<file path="src/rtl/cast_rx_filter_pkg.sv">
// Shared flit parameters: width, packet length and flit-type codes.
// Macros are the common params used across the cast blocks. The package mirrors them for code that prefers typed constants.
`ifndef CAST_PARAMS_SVH
`define CAST_PARAMS_SVH
`define DW          16
`define PKT_LEN     8
`define PKT_LEN_LOG 3
`define HEAD        2'b10
`define BODY        2'b00
`define TAIL        2'b01
`endif

package cast_rx_filter_pkg;
  typedef logic [1:0] flit_type_t;

  localparam int         FLIT_W      = `DW;
  localparam int         PKT_LEN     = `PKT_LEN;
  localparam int         PKT_LEN_LOG = `PKT_LEN_LOG;
  localparam flit_type_t FT_HEAD     = `HEAD;
  localparam flit_type_t FT_BODY     = `BODY;
  localparam flit_type_t FT_TAIL     = `TAIL;

  // Flit type lives in the top two bits.
  function automatic flit_type_t flit_type(input logic [`DW-1:0] f);
    return f[`DW-1:`DW-2];
  endfunction
endpackage

</file>
<file path="src/rtl/cast_rx_filter_flit_fifo.sv">
// Flit FIFO with registered storage. Output is the head entry, and there is no input-to-output bypass.
module flit_fifo #(
  parameter int DEPTH = 4,
  parameter int W     = 16
) (
  input  logic         clk,
  input  logic         rstn,
  input  logic         push,
  input  logic [W-1:0] wdata,
  output logic         full,
  input  logic         pop,
  output logic [W-1:0] rdata,
  output logic         empty
);
  localparam int AW = $clog2(DEPTH);

  logic [W-1:0]  mem [DEPTH];
  logic [AW-1:0] wptr, rptr;
  logic [AW:0]   cnt;
  logic          do_push, do_pop;

  assign full    = (cnt == (AW+1)'(DEPTH));
  assign empty   = (cnt == '0);
  assign do_push = push & ~full;
  assign do_pop  = pop & ~empty;
  assign rdata   = mem[rptr];

  // Pointers wrap naturally because DEPTH is a power of two.
  always_ff @(posedge clk or negedge rstn) begin
    if (!rstn) begin
      wptr <= '0;
      rptr <= '0;
      cnt  <= '0;
    end else begin
      if (do_push) wptr <= wptr + 1'b1;
      if (do_pop)  rptr <= rptr + 1'b1;
      case ({do_push, do_pop})
        2'b10:   cnt <= cnt + 1'b1;
        2'b01:   cnt <= cnt - 1'b1;
        default: cnt <= cnt;
      endcase
    end
  end

  // Storage is not reset. Entries are only observable once written.
  always_ff @(posedge clk) begin
    if (do_push) mem[wptr] <= wdata;
  end
endmodule

</file>
<file path="src/rtl/cast_rx_filter.sv">
// Receive-side stream filter. Forwards packets whose head stream-id matches into a FIFO toward the converter.
// Foreign packets are dropped. A registered err_o pulse flags framing errors.
module cast_rx_filter
  import cast_rx_filter_pkg::*;
#(
  parameter logic [9:0] ACCEPT_ID  = 10'd0,
  parameter bit         ACCEPT_ALL = 1'b0,
  parameter int         DEPTH      = 4
) (
  input  logic           clk,
  input  logic           rstn,
  input  logic           valid_i,
  input  logic [`DW-1:0] data_i,
  output logic           ready_o,
  output logic           valid_o,
  output logic [`DW-1:0] data_o,
  input  logic           ready_i,
  output logic           err_o
);
  typedef enum logic [1:0] {WAIT_HEAD, PASS, DROP} state_t;

  state_t                  state, state_nx;
  logic [`PKT_LEN_LOG-1:0] body_cnt;
  logic                    fifo_full, fifo_empty;
  logic                    acc, push, err_nx, cnt_clr, cnt_inc, id_ok;
  flit_type_t              ft;

  assign ft      = flit_type(data_i);
  assign id_ok   = ACCEPT_ALL || (data_i[9:0] == ACCEPT_ID);
  assign ready_o = (state == PASS) ? ~fifo_full : 1'b1;
  assign acc     = valid_i & ready_o;
  assign valid_o = ~fifo_empty;

  flit_fifo #(.DEPTH(DEPTH), .W(`DW)) u_fifo (
    .clk   (clk),
    .rstn  (rstn),
    .push  (push),
    .wdata (data_i),
    .full  (fifo_full),
    .pop   (valid_o & ready_i),
    .rdata (data_o),
    .empty (fifo_empty)
  );

  // Next-state and push/error decode for each accepted flit.
  always_comb begin
    state_nx = state;
    push     = 1'b0;
    err_nx   = 1'b0;
    cnt_clr  = 1'b0;
    cnt_inc  = 1'b0;
    if (acc) begin
      case (state)
        WAIT_HEAD: begin
          if (ft == `HEAD) begin
            if (id_ok) begin
              push     = 1'b1;
              cnt_clr  = 1'b1;
              state_nx = PASS;
            end else begin
              state_nx = DROP;
            end
          end else begin
            err_nx = 1'b1;
          end
        end
        PASS: begin
          push = 1'b1;
          if (ft == `HEAD) begin
            // A new head cuts the packet short. It is still honoured if its id matches.
            err_nx = 1'b1;
            if (id_ok) begin
              cnt_clr = 1'b1;
            end else begin
              push     = 1'b0;
              state_nx = DROP;
            end
          end else if (ft == `TAIL) begin
            state_nx = WAIT_HEAD;
            if (body_cnt != `PKT_LEN_LOG'(`PKT_LEN-2)) err_nx = 1'b1;
          end else if (ft == `BODY) begin
            cnt_inc = 1'b1;
          end
        end
        DROP: begin
          if (ft == `TAIL) begin
            state_nx = WAIT_HEAD;
          end else if (ft == `HEAD) begin
            err_nx = 1'b1;
            if (id_ok) begin
              push     = 1'b1;
              cnt_clr  = 1'b1;
              state_nx = PASS;
            end
          end
        end
        default: state_nx = WAIT_HEAD;
      endcase
    end
  end

  // State, body counter and registered error pulse.
  always_ff @(posedge clk or negedge rstn) begin
    if (!rstn) begin
      state    <= WAIT_HEAD;
      body_cnt <= '0;
      err_o    <= 1'b0;
    end else begin
      state <= state_nx;
      err_o <= err_nx;
      if (cnt_clr)      body_cnt <= '0;
      else if (cnt_inc) body_cnt <= body_cnt + 1'b1;
    end
  end
endmodule

</file>
<file path="config.mk">
export PLATFORM = sky130hd
export DESIGN_NAME = cast_rx_filter
export DESIGN_NICKNAME = d
export VERILOG_FILES = /design/src/rtl/cast_rx_filter_pkg.sv /design/src/rtl/cast_rx_filter_flit_fifo.sv /design/src/rtl/cast_rx_filter.sv
export SDC_FILE = /design/constraint.sdc
export NUM_CORES = 1
export LEC_CHECK = 0
export ABC_AREA = 1
export BUFFER_PORTS_ARGS = -buffer_cell sky130_fd_sc_hd__buf_2
export CAP_MARGIN = 20
export CORE_MARGIN = 3
export CORE_UTILIZATION = 60
export DETAILED_ROUTE_END_ITERATION = 6
export GPL_TIMING_DRIVEN = 1
export PLACE_DENSITY = 0.81
export SLEW_MARGIN = 15
export SYNTH_ARGS = -nofsm -noshare
export SYNTH_HDL_FRONTEND = slang
export SYNTH_HIERARCHICAL = 1
export SYNTH_SLANG_ARGS = --single-unit
</file>
<file path="constraint.sdc">
create_clock -name clk -period 3.65 [get_ports clk]
set_clock_uncertainty 0.05 [all_clocks]
set_input_delay 0.5475 -clock clk [delete_from_list [all_inputs] [get_ports clk]]
set_output_delay 0.5475 -clock clk [all_outputs]
set_load 0.05 [all_outputs]
</file>
==> results.json, run 1 <==
{
  "crit_path_frequent_cell": "nand2_1",
  "die_area_um2": 6970,
  "async_reset_ff_frac": 0.169,
  "combPwrFrac": 0.438,
  "setup_tns_ps": 0,
  "gp_congestion": 0.921,
  "finalSetupViolations": 0,
  "gr-usage-all-layers": 0.203,
  "required_ps": 3050,
  "cp_max_fo": 65,
  "drive_gt1_frac": 0.185,
  "synth_top_area_frac": 0.534,
  "syn_area_um2": 3600,
  "crit_arrival_ps": 2080,
  "die_w_um": 83.5,
  "fin_crit_ps": 2680,
  "p_int_w": 0.00178,
  "cts.sinks": 77,
  "grt_pass1_wl_um": 10900,
  "synth_nets": 367,
  "area.growth.synth_to_final_pct": 12.2,
  "worstSetupPathType": "flop to output port",
  "numCtsBuffers": 9,
  "h-tree-depth": 3,
  "wl_per_cell_um": 14.4,
  "maxCapViolations": 0,
  "detail-route-antenna-nets": 0,
  "synth_warnings": 6,
  "synth_edf_count": 64,
  "antenna_found_initial": 0,
  "grt_pass1_vias": 2409,
  "slowest_delay_ps": 720,
  "synth_seq_cells": 77,
  "path_cells": "inv_2, nand2_1, o211ai_2, nand2_1, buf_2",
  "synth_cells": 335,
  "post-route-period-util": 0.734,
  "route.detailed.drc": 0,
  "seqPwrFrac": 0.348,
  "peakVddDrop_v": 0.000447,
  "yosys.cell_types.count": 28,
  "ioPinCount": 39,
  "status": "finished, final reports clean",
  "grt_max_degree": 66,
  "grt_overflow": 0,
  "hold_violations": 0,
  "hold_buffers": 0,
  "viasPerCell": 5.23,
  "switching_share": 0.440,
  "port_buffers": 38,
  "ys.flop_type": "edfxtp_1",
  "multi_input_area_um2": 1010,
  "ys_top_cells_by_count": "nand2_1, edfxtp_1, inv_1, o211ai_1, nor2_1",
  "clockBufferDepth": 2,
  "synth_top_cell_by_area": "edfxtp_1",
  "dr.first_iter.drc_count": 139,
  "crit_path_start_kind": "flop",
  "post_cts_resize_count": 0,
  "crit_slowest_cell": "inv_2",
  "yosysSeqAreaShare": 0.624,
  "fin_ws_ps": 971,
  "place_ws_ps": 807,
  "tritoncts": "done",
  "start_util": 0.638,
  "rsz0062_at_grt": "false",
  "yosysMostFrequentCell": "nand2_1",
  "diodes": 0,
  "powerDensity_nw_per_um2": 787,
  "final_nets": 411,
  "fill_cells": 397,
  "syn_area_per_cell_um2": 10.7,
  "register_area_um2": 2250,
  "end_kind": "output port",
  "dp_hpwl_um": 4190,
  "p_leak_nw": 1.82,
  "die_height_um": 83.5,
  "clockPowerShare": 0.213,
  "maxSlewViolCount": 0,
  "switchingPower_w": 0.00140,
  "vias": 2384,
  "dr.pass1.iters": 4,
  "coreArea_um2": 5640,
  "worst_slew_pin_slew_ps": 998,
  "fmax_mhz": 373,
  "finalWirelength_um": 6580,
  "post-cts-setup-buffer-count": 0,
  "slew_headroom": 0.334,
  "cts_root_buf": "clkbuf_8",
  "ff2ff_path_depth": 16,
  "synthTopCellsByArea": "edfxtp_1, dfrtp_1, nand2_1, inv_1, o211ai_1",
  "clk_pin_slew_ps": 70,
  "clk_latency_ps": 330,
  "hold_path_class": "input pin to async pin",
  "rows": 27
}
state kept, by name (all words and copies together) (netlist names):
| register | cells |
|---|---|
| body_cnt | 3 |
| err_o | 1 |
| state | 2 |
| u_fifo/cnt | 3 |
| u_fifo/mem | 64 |
| u_fifo/rptr | 2 |
| u_fifo/wptr | 2 |
layer usage:
layer  wire length [µm]  track usage  vias up
li1                   -            -     1187
met1               2610        0.233     1110
met2               3450        0.362       81
met3                440       0.0415        6
met4                 76       0.0994        0
met5                  0            0        -
power groups by stage:
stage / clock network [W] / logic (W) / registers (W)
global placement: 0 / 0.00135 / 0.00112
global route: 0.000737 / 0.00153 / 0.00112
floorplan: 0 / 0.00116 / 0.00113
detailed placement: 0 / 0.00139 / 0.00113
CTS: 0.000692 / 0.00140 / 0.00111
finish: 0.000679 / 0.00139 / 0.00111
worst paths after layout:
kind                                 from           endpoint  slack (ps)
setup reg to reg            u_fifo/cnt[0]      u_fifo/cnt[2]        1010
hold / removal                       rstn      u_fifo/cnt[2]          50
min in group clk               data_i[11]  u_fifo/mem[2][11]         380
setup / recovery           u_fifo/rptr[0]          data_o[7]         970
max in group asynchronous            rstn           state[1]        3260
hold reg to reg             u_fifo/cnt[0]      u_fifo/cnt[0]         430
stage by stage:
| step | hold WS [ps] | utilization | instance area, µm² | instances | power (W) |
|---|---|---|---|---|---|
| 5_1_grt | 36.4 | 0.716 | 4040 | 456 | 0.00338 |
| 3_5_place_dp | 413 | 0.678 | 3830 | 440 | 0.00251 |
| 6_report | 48.6 | 0.716 | 4040 | 456 | 0.00318 |
| 4_1_cts | 42.9 | 0.716 | 4040 | 456 | 0.00320 |
| 3_3_place_gp | 409 | 0.678 | 3830 | 440 | 0.00247 |
| 2_1_floorplan | 202 | - | 3600 | 335 | 0.00229 |
cells in the final DEF, fill, tap and decap left out:
cell type    n
nand2_4      1
fa_1         1
o211ai_2     2
bufinv_16    2
xor2_1       2
edfxtp_1    64
clkbuf_1     1
nor2_1      18
nand3_1     14
clkinvlp_4   1
o21ai_1      1
xnor2_1      1
buf_4        5
ha_1        11
nor2_2       2
o21ai_0      4
o21ai_2      1
nor2_4       2
dfrtp_1     13
a31oi_1      1
buf_2       38
nand3_2      1
inv_1       63
inv_2        4
inv_6        1
nand2_1     84
clkinv_1     1
nand2_2      1
clkinv_2     1
o211ai_1    30
clkbuf_8     9
a21oi_1      3
nand4_1      1
kinds of logic after synthesis:
logic type / after synthesis / synth area share
flip-flops: 77 / 0.624
XOR/XNOR: 3 / 0.00730
buffers and inverters: 77 / 0.0952
adder cells (fa/ha/maj): 12 / 0.0438
AO/OA/AOI/OAI: 42 / 0.0848
AND/OR/NAND/NOR: 124 / 0.145
layout make-up:
class,count,area share
well taps,72,0.0223
repair buffers,43,0.0564
clock inverters,6,0.0211
clock buffers,10,0.0316
multi-input cells,181,0.250
inverters,67,0.0622
flip-flops and latches,77,0.556
worst max-delay path: cells and delay by family, from the launching register on:
kind | cells | cell delay (ps)
buffers and inverters | 2 | 930
flip-flops | 1 | 410
AND/OR/NAND/NOR | 2 | 270
AO/OA/AOI/OAI | 1 | 110
Power figures use the tool's default switching activity.
==> inputs of run 2 (changes only) <==
--- a/config.mk
+++ b/config.mk
@@ -9,10 +9,10 @@
 export BUFFER_PORTS_ARGS = -buffer_cell sky130_fd_sc_hd__buf_2
 export CAP_MARGIN = 20
 export CORE_MARGIN = 3
-export CORE_UTILIZATION = 60
+export CORE_UTILIZATION = 58
 export DETAILED_ROUTE_END_ITERATION = 6
 export GPL_TIMING_DRIVEN = 1
-export PLACE_DENSITY = 0.81
+export PLACE_DENSITY = 0.79
 export SLEW_MARGIN = 15
 export SYNTH_ARGS = -nofsm -noshare
 export SYNTH_HDL_FRONTEND = slang
==> constraint.sdc (replaced) <==
create_clock -name clk -period 2.65 [get_ports clk]
set_clock_uncertainty 0.05 [all_clocks]
set_input_delay 0.3975 -clock clk [delete_from_list [all_inputs] [get_ports clk]]
set_output_delay 0.3975 -clock clk [all_outputs]
set_load 0.05 [all_outputs]
==> run 2 against run 1 <==
Die area grew 3.2%; flip-flop and latch count is the same; register-to-register slack lost 800 ps; sequential power grew 38%; global-route usage shrank 0.32 points; hold slack gained 160 ps; non-clock buffer count grew 4; power grew 41%; sequential share of layout area shrank 1.4 points; critical path type is now flop to flop; critical endpoint is now u_fifo/cnt[1].
==> results.json, run 2 (synthesized netlist as in run 1, its figures left out) <==
{
  "status": "finished, final reports clean",
  "dr.first_iter.drc_count": 168,
  "clk_pin_slew_ps": 80,
  "rows": 28,
  "p_leak_nw": 1.86,
  "worst_slew_pin_slew_ps": 355,
  "hold_violations": 0,
  "path_cells": "inv_1, nand3_2, inv_1, nand3_2, nand2_4, a21oi_1, o21ai_2, a21oi_1, nand2_1, ha_1, inv_1, fa_1, o21ai_0",
  "end_kind": "flop",
  "dp_hpwl_um": 4210,
  "cts_root_buf": "clkbuf_8",
  "finalSetupViolations": 0,
  "grt_pass1_wl_um": 10800,
  "slowest_delay_ps": 420,
  "area.growth.synth_to_final_pct": 15.0,
  "crit_family": "compound AO/OA/AOI/OAI gates",
  "vias": 2413,
  "die_w_um": 84.8,
  "tritoncts": "done",
  "die_area_um2": 7190,
  "post-route-period-util": 0.921,
  "power.total_w": 0.00447,
  "crit_path_start_kind": "flop",
  "rsz0062_at_grt": "false",
  "crit_path_frequent_cell": "inv_1",
  "peakVddDrop_v": 0.000702,
  "crit_arrival_ps": 2660,
  "finalWirelength_um": 6480,
  "fin_area_um2": 4140,
  "grt_max_degree": 66,
  "start_util": 0.605,
  "final_nets": 415,
  "wl_per_cell_um": 14.0,
  "fill_cells": 428,
  "cts.sinks": 77,
  "layout.cells.most_common_list": "nand2_1, edfxtp_1, inv_1",
  "path_buf_inv": 3,
  "fin_crit_ps": 2440,
  "numCtsBuffers": 9,
  "port_buffers": 38,
  "largest_register_ffs": 64,
  "clockBufferDepth": 2,
  "top_regs": "u_fifo/mem (64), body_cnt (3), u_fifo/cnt (3)",
  "grt_overflow": 0,
  "h-tree-depth": 3,
  "coreArea_um2": 5960,
  "drive_gt1_frac": 0.201,
  "route.detailed.drc": 0,
  "final_common_cell": "nand2_1",
  "crit_slowest_cell": "fa_1",
  "diodes": 0,
  "required_ps": 2870,
  "detail-route-antenna-nets": 0,
  "gr-usage-all-layers": 0.200,
  "r2r_setup_slack_ps": 210,
  "worstSetupPathType": "flop to flop",
  "slew_headroom": 0.763,
  "clk_latency_ps": 340,
  "dr.pass1.iters": 5,
  "placed_cell_area_um2": 3890,
  "setup_tns_ps": 0,
  "fmax_mhz": 410,
  "powerDensity_nw_per_um2": 1080,
  "ioPinCount": 39,
  "maxSlewViolCount": 0,
  "antenna_found_initial": 0,
  "die_height_um": 84.8,
  "viasPerCell": 5.21,
  "maxCapViolations": 0,
  "cp_max_fo": 4,
  "gp_congestion": 0.874,
  "grt_pass1_vias": 2383,
  "largest_register": "u_fifo/mem",
  "hold_path_class": "input pin to flop"
}
[run 2: changes by cell type in the layout (fill, tap and decap cells not counted), sizes merged]
cell	before	now
buf	43	46
dlygate4sd3	0	1
[run 2: path summary, 6_finish.rpt]
path / start / to / cells past startpoint
min reg2reg: u_fifo/cnt[0] / u_fifo/cnt[0] / 1
max: u_fifo/cnt[1] / u_fifo/cnt[1] / 13
min: data_i[11] / u_fifo/mem[2][11] / 1
min in group asynchronous: rstn / u_fifo/cnt[0] / 2
max in group asynchronous: rstn / u_fifo/wptr[1] / 2
max reg2reg: u_fifo/cnt[1] / u_fifo/cnt[1] / 13
[run 2: routing by layer]
metal,share of wire,track usage,up-vias
met4,0.021,0.108,0
met3,0.046,0.0373,13
met2,0.53,0.352,61
met1,0.41,0.230,1138
met5,0,0,-
li1,-,-,1201
[run 2: stage by stage]
| step | std cells | worst slack (ps) | util | hold WS [ps] |
|---|---|---|---|---|
| after CTS | 463 | 159 | 0.694 | 191 |
| after floorplan | 335 | -11.1 | - | 51.9 |
| final | 463 | 209 | 0.695 | 208 |
| after detailed placement | 446 | 101 | 0.653 | 260 |
| after global routing | 463 | 3.14 | 0.695 | 190 |
| after global placement | 446 | 249 | 0.653 | 254 |
[run 2: worst register-to-register path, stage by stage, from the launching register on]
cell	delay [ps]
dfrtp_1	360
inv_1	90
nand3_2	120
inv_1	60
nand3_2	90
nand2_4	80
a21oi_1	160
o21ai_2	100
a21oi_1	250
nand2_1	120
ha_1	220
inv_1	90
fa_1	420
o21ai_0	170
[run 2: what timing repair did]
action	in CTS	in global routing
hold endpoints to repair	13	0
resized for setup	0	2
hold buffers	1	0
setup endpoints to repair	0	2
setup buffers	0	0
[run 2: area by class of cell]
| type | instances | area (µm²) | area share |
|---|---|---|---|
| flip-flops and latches | 77 | 2250 | 0.543 |
| inverters | 67 | 251 | 0.0607 |
| clock inverters | 6 | 93.8 | 0.0227 |
| multi-input cells | 181 | 1020 | 0.246 |
| clock buffers | 10 | 138 | 0.0332 |
| well taps | 75 | 93.8 | 0.0227 |
| repair buffers | 47 | 298 | 0.0719 |
[run 2: where the power goes]
| group | switching [W] | leakage, nW | internal [W] |
|---|---|---|---|
| Sequential | 0.0000957 | 0.738 | 0.00144 |
| Combinational | 0.00143 | 1.01 | 0.000521 |
| Clock | 0.000432 | 0.113 | 0.000562 |
| Total | 0.00195 | 1.86 | 0.00252 |
==> inputs of run 3 (changes only) <==
--- a/config.mk
+++ b/config.mk
@@ -8,11 +8,10 @@
 export ABC_AREA = 1
 export BUFFER_PORTS_ARGS = -buffer_cell sky130_fd_sc_hd__buf_2
 export CAP_MARGIN = 20
-export CORE_MARGIN = 3
 export CORE_UTILIZATION = 58
 export DETAILED_ROUTE_END_ITERATION = 6
-export GPL_TIMING_DRIVEN = 1
 export PLACE_DENSITY = 0.79
+export RECOVER_POWER = 100
 export SLEW_MARGIN = 15
 export SYNTH_ARGS = -nofsm -noshare
 export SYNTH_HDL_FRONTEND = slang
==> run 3 against run 2 <==
Register-to-register slack improved by 30 ps; critical path depth decreased by 7; clock-buffer cell count unchanged; combinational power about the same; flip-flop and latch count unchanged; sequential power about the same; largest power group unchanged.
==> results.json, run 3 (synthesized netlist as in run 1, its figures left out) <==
{
  "status": "finished, final reports clean",
  "die_w_um": 80.8,
  "h-tree-depth": 3,
  "antenna_found_initial": 0,
  "switching_share": 0.444,
  "clk_pin_slew_ps": 70,
  "post-route-period-util": 0.911,
  "route.detailed.drc": 0,
  "crit_path_start_kind": "flop",
  "viasPerCell": 5.14,
  "met1_usage": 0.245,
  "powerDensity_nw_per_um2": 1080,
  "crit_arrival_ps": 1970,
  "wl_per_cell_um": 13.9,
  "cts.sinks": 77,
  "grt_pass1_wl_um": 10600,
  "place_ws_ps": 44.3,
  "end_kind": "output port",
  "largest_register_ffs": 64,
  "port_buffers": 38,
  "setup_tns_ps": 0,
  "die_height_um": 80.8,
  "hold_violations": 0,
  "post-cts-setup-buffer-count": 0,
  "fin_ws_ps": 236,
  "diodes": 0,
  "top_regs": "u_fifo/mem (64), body_cnt (3), u_fifo/cnt (3)",
  "detail-route-antenna-nets": 0,
  "peakVddDrop_v": 0.000692,
  "grt_overflow": 0,
  "numCtsBuffers": 9,
  "clockBufferDepth": 2,
  "tritoncts": "done",
  "worstSetupPathType": "flop to output port",
  "grt.busiest_layer": "met2",
  "largest_register": "u_fifo/mem",
  "globalRouteMet2Util": 0.406,
  "die_area_um2": 6530,
  "grt_max_degree": 33,
  "rows": 28,
  "p_int_w": 0.00245,
  "dr.pass1.iters": 5,
  "maxSlewViolCount": 0,
  "layout.cells.most_common_list": "nand2_1, edfxtp_1, inv_1",
  "drive_gt1_frac": 0.121,
  "switchingPower_w": 0.00196,
  "clockPowerShare": 0.215,
  "cts_root_buf": "clkbuf_8",
  "finalWirelength_um": 6470,
  "maxCapViolations": 0,
  "final_common_cell": "nand2_1",
  "p_leak_nw": 1.76,
  "cp_max_fo": 20,
  "area.growth.synth_to_final_pct": 13.0,
  "final_nets": 417,
  "gp_congestion": 0.840,
  "fin_crit_ps": 2410,
  "dp_hpwl_um": 4280,
  "vias": 2389,
  "gr-usage-all-layers": 0.226,
  "start_util": 0.605,
  "combPwrFrac": 0.438,
  "grt_pass1_vias": 2381,
  "clk_latency_ps": 340,
  "rsz0062_at_grt": "false",
  "required_ps": 2200,
  "fmax_mhz": 414,
  "dr.first_iter.drc_count": 160,
  "finalSetupViolations": 0,
  "grt_util_met3": 0.0506,
  "hold_path_class": "input pin to flop",
  "seqPwrFrac": 0.347,
  "worst_slew_pin_slew_ps": 751,
  "slew_headroom": 0.499,
  "ioPinCount": 39,
  "fill_cells": 445,
  "coreArea_um2": 5960
}
==> run 3: area by class of cell <==
type	count	area, µm²	share of cell area
clock buffer	10	128	0.0314
clock inverter	6	86.3	0.0212
inverter	67	251	0.0618
multi-input combinational	181	1010	0.249
sequential	77	2250	0.552
tap	75	93.8	0.0231
timing repair buffer	49	250	0.0615
==> run 3: routing by layer <==
layer	wire, µm	vias to the layer above
met4	160	0
met1	2510	1088
met5	0	-
met2	3410	82
met3	382	16
li1	-	1203
==> run 3: timing repair <==
item                                   CTS  global route
endpoints found under the hold margin   13             0
setup endpoints to repair                0             2
resized for setup                        0             3
hold buffers                             1             0
==> run 3: power by group through the flow <==
stage	Sequential, W	Combinational, W	Clock [W]
after floorplan	0.00155	0.00160	0
after CTS	0.00153	0.00198	0.000963
after detailed placement	0.00155	0.00197	0
final	0.00153	0.00193	0.000947
after global routing	0.00155	0.00212	0.00101
after global placement	0.00155	0.00190	0
==> run 3: stage by stage <==
stage | std cells | hold WS, ps | power, W | cell area, µm² | utilization
global placement | 448 | 256 | 0.00345 | 3890 | 0.654
detailed placement | 448 | 260 | 0.00352 | 3890 | 0.654
global route | 465 | 289 | 0.00468 | 4070 | 0.683
finish | 465 | 273 | 0.00441 | 4070 | 0.683
floorplan | 335 | 51.9 | 0.00315 | 3600 | -
CTS | 465 | 208 | 0.00447 | 4120 | 0.691
==> run 3: path summary, 6_finish.rpt <==
check / cells past startpoint / slack, ps / start / end
setup / recovery: 6 / 240 / u_fifo/rptr[0] / data_o[8]
hold / removal: 1 / 270 / data_i[13] / u_fifo/mem[0][13]
setup reg to reg: 11 / 240 / state[1] / u_fifo/cnt[1]
hold reg to reg: 1 / 440 / u_fifo/cnt[0] / u_fifo/cnt[0]
max in group asynchronous: 2 / 1500 / rstn / u_fifo/rptr[1]
min in group asynchronous: 2 / 580 / rstn / u_fifo/cnt[1]
==> run 3: critical path, cell delays in order, from the launching register on <==
cell	delay (ps)
dfrtp_1	410
inv_2	290
clkbuf_2	370
nand2_1	120
o211ai_1	120
nand2_1	80
clkbuf_2	240
